--- src/rtl/axis_pkg.sv ---
// ---------------------------------------------------------------------------
// axis_pkg
// Shared definitions for the AXI-Stream demultiplexer:
//   AXIS_DATA_W_DEF : default tdata width
//   demux_state_t   : packet-routing FSM state (idle / inside a packet)
//   dest_t          : output port index (0 or 1)
// ---------------------------------------------------------------------------
package axis_pkg;

    localparam int AXIS_DATA_W_DEF = 8;

    typedef enum logic {
        ST_IDLE,
        ST_PKT
    } demux_state_t;

    typedef logic dest_t;

endpackage

--- src/rtl/axis_demux_oreg.sv ---
// ---------------------------------------------------------------------------
// axis_demux_oreg
// Single-entry output holding register (valid / data / last / dest).
// A load takes priority over a drain, so a simultaneous load and drain
// replaces the contents with no bubble.
// Ports:
//   clk_i, rst_ni        : clock, asynchronous active-low reset
//   load_i               : capture data_i/last_i/dest_i and set valid
//   drain_i              : current entry was consumed downstream
//   data_i, last_i, dest_i : beat to capture
//   vld_o, data_o, last_o, dest_o : registered entry
// ---------------------------------------------------------------------------
module axis_demux_oreg
    import axis_pkg::*;
#(
    parameter int DATA_W = AXIS_DATA_W_DEF
) (
    input  logic              clk_i,
    input  logic              rst_ni,
    input  logic              load_i,
    input  logic              drain_i,
    input  logic [DATA_W-1:0] data_i,
    input  logic              last_i,
    input  dest_t             dest_i,
    output logic              vld_o,
    output logic [DATA_W-1:0] data_o,
    output logic              last_o,
    output dest_t             dest_o
);

    logic              vld_q,  vld_d;
    logic [DATA_W-1:0] data_q, data_d;
    logic              last_q, last_d;
    dest_t             dest_q, dest_d;

    always_comb begin
        vld_d  = vld_q;
        data_d = data_q;
        last_d = last_q;
        dest_d = dest_q;
        if (load_i) begin
            vld_d  = 1'b1;
            data_d = data_i;
            last_d = last_i;
            dest_d = dest_i;
        end else if (drain_i) begin
            vld_d  = 1'b0;
        end
    end

    // Data fields are reset as well so every m_axis_* output reads 0 in reset.
    always_ff @(posedge clk_i or negedge rst_ni) begin
        if (!rst_ni) begin
            vld_q  <= 1'b0;
            data_q <= '0;
            last_q <= 1'b0;
            dest_q <= 1'b0;
        end else begin
            vld_q  <= vld_d;
            data_q <= data_d;
            last_q <= last_d;
            dest_q <= dest_d;
        end
    end

    assign vld_o  = vld_q;
    assign data_o = data_q;
    assign last_o = last_q;
    assign dest_o = dest_q;

endmodule

--- src/rtl/axis_demux.sv ---
// ---------------------------------------------------------------------------
// axis_demux
// 1:2 AXI-Stream demultiplexer. Whole packets are routed to master port 0
// or 1; the route is taken from sel on a packet's first beat and locked
// until its tlast beat. Output is a one-entry register with full-throughput
// backpressure (s_axis_tready depends only on downstream ready).
//
// Optional feature (macro AXIS_DEMUX_PKTCNT_EN): per-port packet counters
// pkt_cnt_0 / pkt_cnt_1 (CNT_W bits, wrapping) counting transferred tlast beats.
//
// Ports:
//   aclk, aresetn                    : clock, asynchronous active-low reset
//   s_axis_tdata/tvalid/tlast/tready : slave stream
//   sel                              : destination for a new packet
//   m_axis_tdata/tvalid/tlast/tready_0 : master port 0
//   m_axis_tdata/tvalid/tlast/tready_1 : master port 1
//   pkt_cnt_0, pkt_cnt_1             : packet counters (optional)
// ---------------------------------------------------------------------------
module axis_demux
    import axis_pkg::*;
#(
    parameter int DATA_W = AXIS_DATA_W_DEF,
    parameter int CNT_W  = 16
) (
    input  logic              aclk,
    input  logic              aresetn,
    input  logic [DATA_W-1:0] s_axis_tdata,
    input  logic              s_axis_tvalid,
    input  logic              s_axis_tlast,
    output logic              s_axis_tready,
    input  logic              sel,
    output logic [DATA_W-1:0] m_axis_tdata_0,
    output logic              m_axis_tvalid_0,
    output logic              m_axis_tlast_0,
    input  logic              m_axis_tready_0,
    output logic [DATA_W-1:0] m_axis_tdata_1,
    output logic              m_axis_tvalid_1,
    output logic              m_axis_tlast_1,
    input  logic              m_axis_tready_1
`ifdef AXIS_DEMUX_PKTCNT_EN
    ,
    output logic [CNT_W-1:0]  pkt_cnt_0,
    output logic [CNT_W-1:0]  pkt_cnt_1
`endif
);

    demux_state_t      state_q, state_d;
    dest_t             route_q, route_d;
    dest_t             load_dest;

    logic              out_vld;
    logic [DATA_W-1:0] out_data;
    logic              out_last;
    dest_t             out_dest;

    logic              dst_rdy;
    logic              acc;
    logic              xfer;

    // Ready of whichever port the held beat is destined for; the other
    // port's ready is irrelevant.
    assign dst_rdy       = (out_dest == 1'b1) ? m_axis_tready_1 : m_axis_tready_0;
    assign s_axis_tready = aresetn && (!out_vld || dst_rdy);
    assign acc           = s_axis_tvalid && s_axis_tready;
    assign xfer          = out_vld && dst_rdy;

    always_ff @(posedge aclk or negedge aresetn) begin
        if (!aresetn) begin
            state_q <= ST_IDLE;
            route_q <= 1'b0;
        end else begin
            state_q <= state_d;
            route_q <= route_d;
        end
    end

    always_comb begin
        state_d   = state_q;
        route_d   = route_q;
        load_dest = route_q;
        case (state_q)
            ST_IDLE: begin
                load_dest = sel;
                // Single-beat packets never leave IDLE.
                if (acc && !s_axis_tlast) begin
                    route_d = sel;
                    state_d = ST_PKT;
                end
            end
            ST_PKT: begin
                load_dest = route_q;
                if (acc && s_axis_tlast) begin
                    state_d = ST_IDLE;
                end
            end
            default: begin
                state_d = ST_IDLE;
            end
        endcase
    end

    axis_demux_oreg #(
        .DATA_W (DATA_W)
    ) u_oreg (
        .clk_i   (aclk),
        .rst_ni  (aresetn),
        .load_i  (acc),
        .drain_i (xfer),
        .data_i  (s_axis_tdata),
        .last_i  (s_axis_tlast),
        .dest_i  (load_dest),
        .vld_o   (out_vld),
        .data_o  (out_data),
        .last_o  (out_last),
        .dest_o  (out_dest)
    );

    assign m_axis_tvalid_0 = out_vld && (out_dest == 1'b0);
    assign m_axis_tvalid_1 = out_vld && (out_dest == 1'b1);
    assign m_axis_tdata_0  = (out_dest == 1'b0) ? out_data : '0;
    assign m_axis_tdata_1  = (out_dest == 1'b1) ? out_data : '0;
    assign m_axis_tlast_0  = (out_dest == 1'b0) ? out_last : 1'b0;
    assign m_axis_tlast_1  = (out_dest == 1'b1) ? out_last : 1'b0;

`ifdef AXIS_DEMUX_PKTCNT_EN
    logic [CNT_W-1:0] cnt0_q, cnt0_d;
    logic [CNT_W-1:0] cnt1_q, cnt1_d;

    always_comb begin
        cnt0_d = cnt0_q;
        cnt1_d = cnt1_q;
        if (xfer && out_last) begin
            if (out_dest == 1'b0) begin
                cnt0_d = cnt0_q + 1'b1;
            end else begin
                cnt1_d = cnt1_q + 1'b1;
            end
        end
    end

    always_ff @(posedge aclk or negedge aresetn) begin
        if (!aresetn) begin
            cnt0_q <= '0;
            cnt1_q <= '0;
        end else begin
            cnt0_q <= cnt0_d;
            cnt1_q <= cnt1_d;
        end
    end

    assign pkt_cnt_0 = cnt0_q;
    assign pkt_cnt_1 = cnt1_q;
`endif

endmodule

--- config.mk ---
export PLATFORM = sky130hd
export DESIGN_NAME = axis_demux
export DESIGN_NICKNAME = d
export VERILOG_FILES = /design/src/rtl/axis_pkg.sv /design/src/rtl/axis_demux_oreg.sv /design/src/rtl/axis_demux.sv
export SDC_FILE = /design/constraint.sdc
export NUM_CORES = 1
export LEC_CHECK = 0
export CAP_MARGIN = 20
export CORE_AREA = 2 2 45 47
export DETAILED_ROUTE_END_ITERATION = 12
export DIE_AREA = 0 0 47 49
export PLACE_DENSITY = 0.79
export SLEW_MARGIN = 15
export SYNTH_ARGS = -nofsm -noshare
export SYNTH_HDL_FRONTEND = slang
export SYNTH_HIERARCHICAL = 1
export SYNTH_SLANG_ARGS = --single-unit
--- constraint.sdc ---
create_clock -name aclk -period 3 [get_ports aclk]
set_input_delay 0.3 -clock aclk [delete_from_list [all_inputs] [get_ports aclk]]
set_output_delay 0.3 -clock aclk [all_outputs]
set_load 0.03 [all_outputs]
# After elaboration in Yosys (flattened, before gate mapping)
# Index checks and enable logic that the tools add are counted.
# word_totals
regBits,13
inputBits,15
out_inout_bits,21
word_cells,31
# op_classes
mux,11
bitwise,2
reduce_logical,12
# op_table
cell,n
two-way mux 8 bit,2
logical AND 1 bit,7
two-way mux 1 bit,7
one-hot mux 1 bit (2 select lines),2
logical NOT 1 bit,2
inverter 1 bit,2
AND reduction 2 bit,1
nonzero test 2 bit,1
logical OR 1 bit,1

# Logic depth before layout (Yosys ltp)
# depth
depth_word,7
ltp_mapped,4
ltp_nobuf,4

# Cells and area by module
# Netlist, hierarchy kept.
# by_module_without_submodules
mod,n_inst,cells_each,area_each_um2,seq_area_each_um2
axis_demux_oreg,1,24,445.4,275.3
axis_demux,1,34,269.0,50.0

# Worst setup path after synthesis
# No wires, ideal clock.
# synth_timing
path_kind,reg-to-output
startpoint,"register u_oreg.dest_q, in the netlist u_oreg/dest_o"
endpoint,output port s_axis_tready
arrival_ps,1298
t_required_ps,2700
path_slack_ps,1402
path_stages_with_launch,3
n_path_buf,0
path_cell_list,dfrtp_1 -> mux2i_1 -> a21boi_0
# synth_between
elab_chain_len,3
# synth_lines
item,line_no,source
"start, declared",axis_demux_oreg.sv:34,"dest_t dest_q, dest_d;"
"start signal, assigned",axis_demux_oreg.sv:62,dest_q <= dest_d;
two-way mux 1 bit,axis_demux.sv:62,assign dst_rdy = (out_dest == 1'b1) ? m_axis_tready_1 : m_axis_tready_0;
logical OR 1 bit,axis_demux.sv:63,assign s_axis_tready = aresetn && (!out_vld || dst_rdy);
logical AND 1 bit,axis_demux.sv:63,
"end, declared",axis_demux.sv:30,"output logic s_axis_tready,"
# Every way passes these cells.

# Final worst setup path
# Ends and elaborated chain as after synthesis.

==> results by group <==
Setup path
  – Reg2Reg Depth: 4
  – Worst reg2reg setup slack: a little under 0.9 ns
  – CP required: 2.70 ns
  – Crit path kind: flip-flop to output port
  – WP data arrival: 2.08 ns
  – Critical Path Fanout Max: 22
  – Element type at the critical path start: flip-flop
  – CP endpoint kind: output port

Cells and area
  – Register area: 325 um^2
  – N_diodes: 0
  – Share of layout cells above drive strength 1: 19.8%
  – Commonest non-fill, non-tap cells in the layout: clkdlybuf4s50_1 (35), dfrtp_1 (13), and2_1 (10), nor2b_1 (10), mux2_4 (9)
  – Area of the multi-input gates: about 360 um^2
  – Commonest non-fill, non-tap cell in the layout: clkdlybuf4s50_1
  – Filler cell count: 166
  – Nets: 112
  – Finished Cell Area: 1120 um^2
  – Final core utilization: around three fifths
  – Area growth from synthesis to final layout: 56.7%

STA
  – Fin crit period: 2.38 ns
  – Period utilisation layout: 79.4%
  – Hold Vio Cnt, Final: 0
  – Slew @ Worst Pin: 0.543 ns
  – WHS: 0.214 ns
  – Max Clock Freq: 420 MHz
  – Final slew viol count: 0
  – RSZ-0062 raised after global routing: no
  – Max-slew headroom: 63.8%
  – Post-Route Setup TNS: 0 ns
  – Clk_skew: 0.00250 ns
  – # setup viols final: 0

GRT
  – Pin count of the biggest net entering global routing: 23
  – Initial antenna violation count: 0
  – GRT overflow: 0
  – Vias in the first global route: 540
  – First-pass GRT wire length: around 2600 um
  – GRT Overall Usage: between 10% and 20%

Clock tree
  – Clk buf depth: 2
  – Post-CTS Hold Buffers: 0
  – Root Buffer: clkbuf_4
  – Clock sink count: 13
  – H-tree depth: 1
  – Clock latency on the worst-skew pair: 0.27 ns
  – Post-CTS sizing: 0
  – Worst-path clk slew: about 0.08 ns
  – Setup Buffers After CTS: 0
  – CTS tree: built
  – CTS buffer count: 3

Power and ir drop
  – Power Density: 1080 nW/um^2
  – Peak supply drop: 0.458 mV
  – Leak: between 0.0004 and 0.0005 uW
  – Total power: 1200 uW

Yosys
  – Sequential element share of the synthesized area: 45.5%
  – Syn_nets: 73
  – Yosys reg bits: 13
  – Avg Cell Area, Syn: 12.3 um^2
  – Synth Cell Area: 714 um^2
  – Post-Syn Instances: between 50 and 60
  – Ys Warns: 6
  – Post-synth cell types: 16

Floorplan
  – Die ar.: between 2000 and 2500 um^2
  – Total core area: 1840 um^2
  – Die Y: 49 um
  – Die span in x: 47 um
  – Boundary pin count: 36
  – Num rows: 16
  – Initial Utilization: around 39%

Route
  – # DRC: 0
  – Vias after detailed routing: 545
  – Routed WL per cell: 12.1 um
  – Initial DRC count: 4
  – Remaining antenna violation count after routing: 0
  – DRT Pass-1 Iters: 4
  – Drt total wl: 1490 um
  – Vias/cell: 4.43

Place
  – Placed cell areas: 1090 um^2
  – Port Buf Inserts: 35
  – Routability cong.: 0.710
  – Hpwl dp: 1140 um

Run
  – Max_cap viols: 0

Run status
  – Status: finished, final reports clean

Min path
  – Min-delay worst type: primary input to asynchronous set/reset pin
[state kept, by name, indices dropped and copies added, names as in the netlist, named ones only]
name	flops
route_q	1
u_oreg/data_o	8
u_oreg/dest_o	1
u_oreg/last_o	1
u_oreg/vld_o	1
[metrics by stage]
step / setup slack, ns / std cells
after floorplan: 1.40 / 58
after global placement: 0.919 / 119
after detailed placement: 0.868 / 119
after CTS: 0.588 / 123
after global routing: 0.421 / 123
final: 0.617 / 123
[cells in the mapped netlist]
cell type | count | area share (%)
a2111oi_2 | 1 | 2.1
nand2_1 | 1 | 0.52
mux2_2 | 3 | 4.7
mux2i_1 | 2 | 2.8
buf_2 | 1 | 0.70
a21o_2 | 1 | 1.2
and2_1 | 10 | 8.8
a21boi_0 | 1 | 1.1
inv_1 | 2 | 1.1
mux2_4 | 9 | 19
a21oi_1 | 1 | 0.70
nor2b_1 | 10 | 8.8
buf_6 | 1 | 1.6
and2b_1 | 1 | 1.1
dfrtp_1 | 13 | 46
clkbuf_1 | 1 | 0.52
[critical path: stages (launching register included)]
cell and delay, ns:
dfrtp_1 0.69, mux2i_1 0.23, a21boi_0 0.21, clkdlybuf4s50_1 0.69
[cell families (layout without fill, tap and decap cells)]
family / after synthesis / count (layout) / synth area share (%)
compound gates: 4 / 4 / 5.08
simple gates: 22 / 22 / 19.1
buf+inv: 5 / 43 / 3.85
flops: 13 / 13 / 45.5
mux: 14 / 14 / 26.4
[cell type report]
class / instances / share of cell area [%]
Timing Repair Buffer: 37 / 32.6
Multi-Input combinational cell: 40 / 32.3
Sequential cell: 13 / 29.1
Tap cell: 27 / 3.02
Clock buffer: 4 / 2.35
Inverter: 2 / 0.670
[power by group]
part           internal [uW]  switching, uW  total (uW)
combinational            385            380         764
sequential               248           84.6         333
clock                   51.4           55.7         107
[final timing paths]
kind | start | endpoint
worst min-delay path | aresetn | route_q
max in group asynchronous | aresetn | u_oreg/data_o[6]
worst min register to register | route_q | route_q
worst max-delay path | u_oreg/dest_o | s_axis_tready
worst max register to register | u_oreg/dest_o | u_oreg/data_o[5]
min in group aclk | route_q | route_q
[routing by layer]
metal	global-route usage, %	part of all wire [%]
met1	20.1	46
met2	24.0	47
met3	3.33	6.2
met4	5.56	0.94
met5	0	0
No activity file was read; power rests on OpenSTA's default activity.
